==> src/rtl/rtc_clock_alarm.sv <==
// Time-of-day counter with prescaler, 12/24-hour BCD display,
// validated preset and a sticky hh:mm alarm.
module rtc_clock_alarm #(
  parameter int DIV = 1
) (
  input  logic       i_clk,
  input  logic       i_rst,
  input  logic       i_ena,
  input  logic       i_mode24,
  input  logic       i_load,
  input  logic [7:0] i_ld_hh,
  input  logic [7:0] i_ld_mm,
  input  logic [7:0] i_ld_ss,
  input  logic       i_alm_wr,
  input  logic [7:0] i_alm_hh,
  input  logic [7:0] i_alm_mm,
  input  logic       i_alm_en,
  input  logic       i_alm_clr,
  output logic       o_pm,
  output logic [7:0] o_hh,
  output logic [7:0] o_mm,
  output logic [7:0] o_ss,
  output logic       o_tick,
  output logic       o_alarm,
  output logic       o_err
);

  localparam int PW = (DIV > 1) ? $clog2(DIV) : 1;
  localparam logic [PW-1:0] PMAX = PW'(DIV - 1);

  logic [PW-1:0] psc;
  logic [5:0]    sec;
  logic [5:0]    min;
  logic [4:0]    hour;
  logic [5:0]    alm_m;
  logic [4:0]    alm_h;
  logic          tick_q;
  logic          alarm_q;
  logic          err_q;

  logic          tick;
  logic          load_ok;
  logic          alm_ok;
  logic          alm_hit;
  logic [5:0]    n_sec;
  logic [5:0]    n_min;
  logic [4:0]    n_hour;
  logic [4:0]    hdisp;

  function automatic logic bcd_ok(
    input logic [7:0] v,
    input logic [7:0] lim
  );
    return (v[7:4] <= 4'd9) && (v[3:0] <= 4'd9) &&
           (v <= lim);
  endfunction

  function automatic logic [6:0] bcd2bin(input logic [7:0] v);
    return ({3'b0, v[7:4]} * 7'd10) + {3'b0, v[3:0]};
  endfunction

  function automatic logic [7:0] bin2bcd(input logic [5:0] v);
    logic [3:0] t;
    logic [5:0] r;
    t = 4'd0;
    r = v;
    if (v >= 6'd50) begin
      t = 4'd5; r = v - 6'd50;
    end else if (v >= 6'd40) begin
      t = 4'd4; r = v - 6'd40;
    end else if (v >= 6'd30) begin
      t = 4'd3; r = v - 6'd30;
    end else if (v >= 6'd20) begin
      t = 4'd2; r = v - 6'd20;
    end else if (v >= 6'd10) begin
      t = 4'd1; r = v - 6'd10;
    end
    return {t, r[3:0]};
  endfunction

  assign tick = i_ena && (psc == PMAX);

  assign load_ok = i_load &&
                   bcd_ok(i_ld_hh, 8'h23) &&
                   bcd_ok(i_ld_mm, 8'h59) &&
                   bcd_ok(i_ld_ss, 8'h59);

  assign alm_ok = i_alm_wr &&
                  bcd_ok(i_alm_hh, 8'h23) &&
                  bcd_ok(i_alm_mm, 8'h59);

  always_comb begin
    n_sec  = sec + 6'd1;
    n_min  = min;
    n_hour = hour;
    if (sec == 6'd59) begin
      n_sec = 6'd0;
      n_min = min + 6'd1;
      if (min == 6'd59) begin
        n_min  = 6'd0;
        n_hour = (hour == 5'd23) ? 5'd0 : hour + 5'd1;
      end
    end
  end

  // Only a counted second can trigger; a load landing on the
  // alarm time is deliberately ignored.
  assign alm_hit = tick && !load_ok && i_alm_en &&
                   (n_sec == 6'd0) &&
                   (n_min == alm_m) &&
                   (n_hour == alm_h);

  always_ff @(posedge i_clk) begin
    if (i_rst) begin
      psc     <= '0;
      sec     <= '0;
      min     <= '0;
      hour    <= '0;
      alm_m   <= '0;
      alm_h   <= '0;
      tick_q  <= 1'b0;
      alarm_q <= 1'b0;
      err_q   <= 1'b0;
    end else begin
      if (load_ok) begin
        psc <= '0;
      end else if (i_ena) begin
        psc <= (psc == PMAX) ? '0 : psc + 1'b1;
      end
      if (load_ok) begin
        sec  <= 6'(bcd2bin(i_ld_ss));
        min  <= 6'(bcd2bin(i_ld_mm));
        hour <= 5'(bcd2bin(i_ld_hh));
      end else if (tick) begin
        sec  <= n_sec;
        min  <= n_min;
        hour <= n_hour;
      end
      if (alm_ok) begin
        alm_m <= 6'(bcd2bin(i_alm_mm));
        alm_h <= 5'(bcd2bin(i_alm_hh));
      end
      tick_q  <= tick && !load_ok;
      alarm_q <= alm_hit || (alarm_q && !i_alm_clr);
      err_q   <= (i_load && !load_ok) ||
                 (i_alm_wr && !alm_ok);
    end
  end

  always_comb begin
    hdisp = hour;
    if (!i_mode24) begin
      unique case (1'b1)
        (hour == 5'd0):  hdisp = 5'd12;
        (hour >= 5'd1 && hour <= 5'd12): hdisp = hour;
        (hour > 5'd12):  hdisp = hour - 5'd12;
      endcase
    end
  end

  assign o_pm    = (hour >= 5'd12);
  assign o_hh    = bin2bcd({1'b0, hdisp});
  assign o_mm    = bin2bcd(min);
  assign o_ss    = bin2bcd(sec);
  assign o_tick  = tick_q;
  assign o_alarm = alarm_q;
  assign o_err   = err_q;

endmodule

==> config.mk <==
export PLATFORM = sky130hd
export DESIGN_NAME = rtc_clock_alarm
export DESIGN_NICKNAME = d
export VERILOG_FILES = /design/src/rtl/rtc_clock_alarm.sv
export SDC_FILE = /design/constraint.sdc
export NUM_CORES = 1
export LEC_CHECK = 0
export BUFFER_PORTS_ARGS = -buffer_cell sky130_fd_sc_hd__buf_4
export CAP_MARGIN = 20
export CORE_MARGIN = 10
export CORE_UTILIZATION = 45
export DETAILED_ROUTE_END_ITERATION = 8
export GPL_ROUTABILITY_DRIVEN = 0
export MAX_ROUTING_LAYER = met4
export PLACE_DENSITY_LB_ADDON = 0.2
export SLEW_MARGIN = 20
export SYNTH_ARGS = -nofsm -noshare
export SYNTH_HDL_FRONTEND = slang
export SYNTH_SLANG_ARGS = --single-unit
==> constraint.sdc <==
create_clock -name i_clk -period 3.19 [get_ports i_clk]
set_clock_uncertainty 0.15 [all_clocks]
set_input_delay 0.319 -clock i_clk [delete_from_list [all_inputs] [get_ports i_clk]]
set_output_delay 0.319 -clock i_clk [all_outputs]
set_load 0.01 [all_outputs]
== Word-level counts from Yosys, hierarchy flattened ==
Index checks and enable logic that the tools add are counted.
Cells by class
  add/subtract/negate cells: 25
  $mul: 5
  order comparisons: 34
  eq/ne operators: 5
  mux-type cells: 45
  bitwise gates (word level): 1
  reductions and logical operators: 34
Operators by type and width (number)
  $mux 4: 15
  $mux 6: 7
  $le 4x4->1 const B: 10
  $sub 4x4->4 const B: 9
  $mux 5: 6
  $logic_and 1x1->1: 25
  $ge 6x5->1 const B: 4
  $ge 6x6->1 const B: 4
  $le 8x7->1 const B: 3
  $add 6x4->6: 3
  $mux 3: 6
  $le 8x6->1 const B: 2
  $mul 4x3->5 const B: 3
  $pmux 5 s3: 1
  $add 6x1->6 const B: 2
  $eq 6x6->1 const B: 2
  $ge 5x6->1 const B: 2
  $ge 6x4->1 const B: 2
  $mux 2: 6
  $sub 4x2->4 const B: 3
  $sub 4x3->4 const B: 3
  $add 5x4->5: 2
  $ge 5x4->1 const B: 2
  $ge 5x5->1 const B: 2
  other kinds (18): 25
Storage, ports and cells
  register bits: 32
  bits of input ports: 48
  output and inout bits: 28
  word-level logic and storage cells: 158

== Logic depth before layout (Yosys ltp) ==
  depth after elaboration: 13
  mapped depth: 14
  mapped depth without buffers: 13

== Least setup slack after synthesis ==
No wires, ideal clock.
  path type: register to output
  start point: register hour[1]
  end point: output o_hh[2]
  data arrival time: 2396 ps
  required time: 2721 ps
  slack: 325 ps
  cell stages (with the launch flop): 13
  path buffers: 0
  path through: dfxtp_1 > inv_1 > ha_1 > a211oi_1 > and4_1 > a211oi_1 > a21oi_2 > inv_1 > ha_1 > a21oi_1 > nor2_1 > a22o_1 > a222oi_1
On the way
  word-level cells in the longest chain between the ends: 10
  elaborated cells on any way between the ends: 23
  classes of those cells: 6 x add/sub; 8 x order compare; 7 x mux; 2 x reduce/logical
RTL lines
  from (decl): RTL line 34  | logic [4:0] hour;
  from (signal assigned): RTL line 133  | hour <= 5'(bcd2bin(i_ld_hh));
  from (signal assigned): RTL line 137  | hour <= n_hour;
  $ge 5x1->1 / $le 5x4->1 (equally long branches): RTL line 155  | (hour >= 5'd1 && hour <= 5'd12): hdisp = hour;
  $logic_and 1x1->1: RTL line 155
  $pmux 5 s3: RTL line 153  | unique case (1'b1)
  $mux 5 *: RTL line 152  | if (!i_mode24) begin
  $sub 4x4->4 / $ge 5x4->1 (equally long branches): RTL line 76, 75
  $mux 4: RTL line 75  | end else if (v >= 6'd10) begin
  $mux 4: RTL line 73  | end else if (v >= 6'd20) begin
  $mux 4: RTL line 71  | end else if (v >= 6'd30) begin
  $mux 4: RTL line 69  | end else if (v >= 6'd40) begin
  $mux 4 *: RTL line 67  | if (v >= 6'd50) begin
  to (decl): RTL line 20  | output logic [7:0] o_hh,
Every way passes the cells marked *; elsewhere a longest branch is shown, timed or not.

== Worst setup path after layout ==
  start point: register hour[1]
  end point: output o_hh[3]
The elaborated chain is that of the path after synthesis.

==> flow_summary.json <==
{
  "antenna_found_initial": 0,
  "rsz0062_at_grt": "yes",
  "cts_root_buffer": "clkbuf_8",
  "drv_slew": 0,
  "drt_iter0_markers": 250,
  "holdWs_ps": 124.7,
  "ys_ff_latch": 31,
  "path_class": "reg2out",
  "clkTransAtPathRegs_ps": 70,
  "core-area_mm2": 0.008636,
  "synthTopCellsByCount": "59 x ha_1, 49 x a21oi_1, 47 x nor2_1",
  "viasPerCell": 5.610,
  "cts_tree": "built",
  "power_leakage_nw": 2.137,
  "initial_utilization": 0.4596,
  "crit_path_end_kind": "output pin",
  "finish.utilization": 0.5693,
  "yosysTopAreaCellShare": 0.1860,
  "worstPathMaxFanout": 4,
  "synthFlopType": "dfxtp_1",
  "pin_count": 76,
  "drtPass1Iterations": 4,
  "ys.warnings.count": 0,
  "grtUsageTotal": 0.1644,
  "drv_cap": 0,
  "async_flop_share": 0,
  "syn-instance-count": 516,
  "insertedDiodeCount": 0,
  "max_freq_mhz": 316.9,
  "die-area_mm2": 0.01298,
  "die_h_um": 113.9,
  "clk_latency_ps": 290,
  "grt.overflow.total": 0,
  "final.min_clock_period_ps": 3156,
  "crit_arrival_ps": 2690,
  "synth.area.top_cells": "ha_1 19%, dfxtp_1 16%, xnor2_1 6.6%",
  "cts_max_path_buffers": 2,
  "vdd.ir_drop.worst_uv": 190.3,
  "cts-buffers-inserted": 5,
  "synth_area_leader_cell": "ha_1",
  "final-setup-viol-count": 0,
  "post-dp-hpwl_um": 8532,
  "synth_area_mm2": 0.003969,
  "routed_wl_um": 10960,
  "antenna_left": 0,
  "status": "finished, final reports clean",
  "grt_max_degree": 34,
  "post_drt_wl_per_cell_um": 15.66,
  "syn_area_per_cell_um2": 7.691,
  "vias": 3927,
  "clock-sinks": 31,
  "grt_first_pass_wirelength_um": 17770,
  "yosysUniqueCellTypes": 63,
  "powerDensity_mw_per_mm2": 236.3,
  "hold_path_class": "in2reg",
  "grt_pass1_vias": 3847,
  "fin_crit_sh": 0.9893,
  "area_delta_synth_final_pct": 23.86,
  "drive_gt1_frac": 0.2365,
  "drc_errors": 0,
  "htree_num_levels": 2,
  "num_rows": 34,
  "tightest_slew_ps": 782.1,
  "nNetsFinal": 703,
  "synth-edff-count": 0,
  "start_kind": "register",
  "relSlewSlack": 0.4769,
  "io_buffers": 71,
  "seq_area_frac_synth": 0.1564,
  "die_w_um": 113.9,
  "required_ps": 2720,
  "synth_most_common_cell": "ha_1",
  "cts_hold_buf": 0,
  "finalHoldViolations": 0
}
[state kept, by name, summed over array words and instances (netlist names)]
signal   flops
o_tick       1
min          6
alm_h        5
o_alarm      1
sec          6
alm_m        6
hour         5
o_err        1
[kinds of logic after synthesis]
family	after synthesis	share of synthesized area
xor gates and xnor gates	38	0.08386
muxes	16	0.04035
and+or+nand+nor	143	0.1731
AOI/OAI and AO/OA	151	0.2560
other	1	0.0009449
buffers and inverters	72	0.07818
adders and majority gates	64	0.2112
DFF	31	0.1564
[area by class of cell]
class                      instances  area, um2
clock buffer                       6      82.58
clock inverter                     2      35.03
fill                             824       3720
inverter                          40      155.1
multi-input combinational        416       3147
sequential                        31      633.1
tap                              108      135.1
timing repair buffer              97      728.2
[report_power, final]
part | switching [W] | internal, W | leakage, nW
logic | 0.000174 | 0.000178 | 1.82
clock network | 0.000156 | 0.000253 | 0.0612
registers | 0.00000998 | 0.000391 | 0.254
total | 0.000340 | 0.000822 | 2.14
[critical path, stage by stage, from the launching register on]
cell	delay (ps)
dfxtp_2	330
inv_2	80
ha_1	170
a211oi_2	70
and4_4	180
buf_4	130
a2111oi_0	660
o21ai_2	130
or3_1	330
o311ai_0	120
buf_4	200
[metal layers]
layer  GRT usage  wire length (um)
met1      0.1978              4859
met2      0.2837              5551
met3     0.02572               455
met4     0.03342                93
met5           -                 0
[final timing paths]
path	start	endpoint	slack [ps]	depth (start not counted)
worst max-delay path	hour[1]	o_hh[3]	30	10
worst min-delay path	i_ld_ss[0]	sec[0]	120	3
worst max register to register	sec[3]	o_alarm	590	8
worst min register to register	o_alarm	o_alarm	320	2
[repair_timing]
item,in CTS,in global routing
pin swaps,3,9
setup endpoints to repair,3,6
buffers inserted,3,6
resized for setup,8,25
[metrics by stage]
stage / setup TNS (ps) / worst slack [ps] / power, W / area [um2] / std cells
after floorplan: 0 / 325.2 / 0.0006269 / 3980 / 519
after global placement: 0 / 282.2 / 0.0007452 / 4616 / 683
after detailed placement: 0 / 163.5 / 0.0007530 / 4616 / 683
after CTS: 0 / 1.646 / 0.001167 / 4778 / 694
after global routing: -213.0 / -112.6 / 0.001228 / 4916 / 700
final: 0 / 34.26 / 0.001162 / 4916 / 700
[layout by cell type (no fill, tap or decap), types with 5 or more instances in the layout]
cell type / instances
buf_4: 97
ha_1: 56
a21oi_1: 48
nor2_1: 45
nand2_1: 36
inv_1: 33
xnor2_1: 30
dfxtp_1: 27
o21ai_0: 22
a211oi_1: 17
mux2i_1: 16
nand3_1: 13
a21o_1: 10
xor2_1: 8
nor2b_1: 7
a31oi_1: 6
nand4_1: 6
nor3_1: 6
clkbuf_8: 6
inv_2: 5
nand2b_1: 5
fa_1: 5
(Power assumes the default switching activity.)
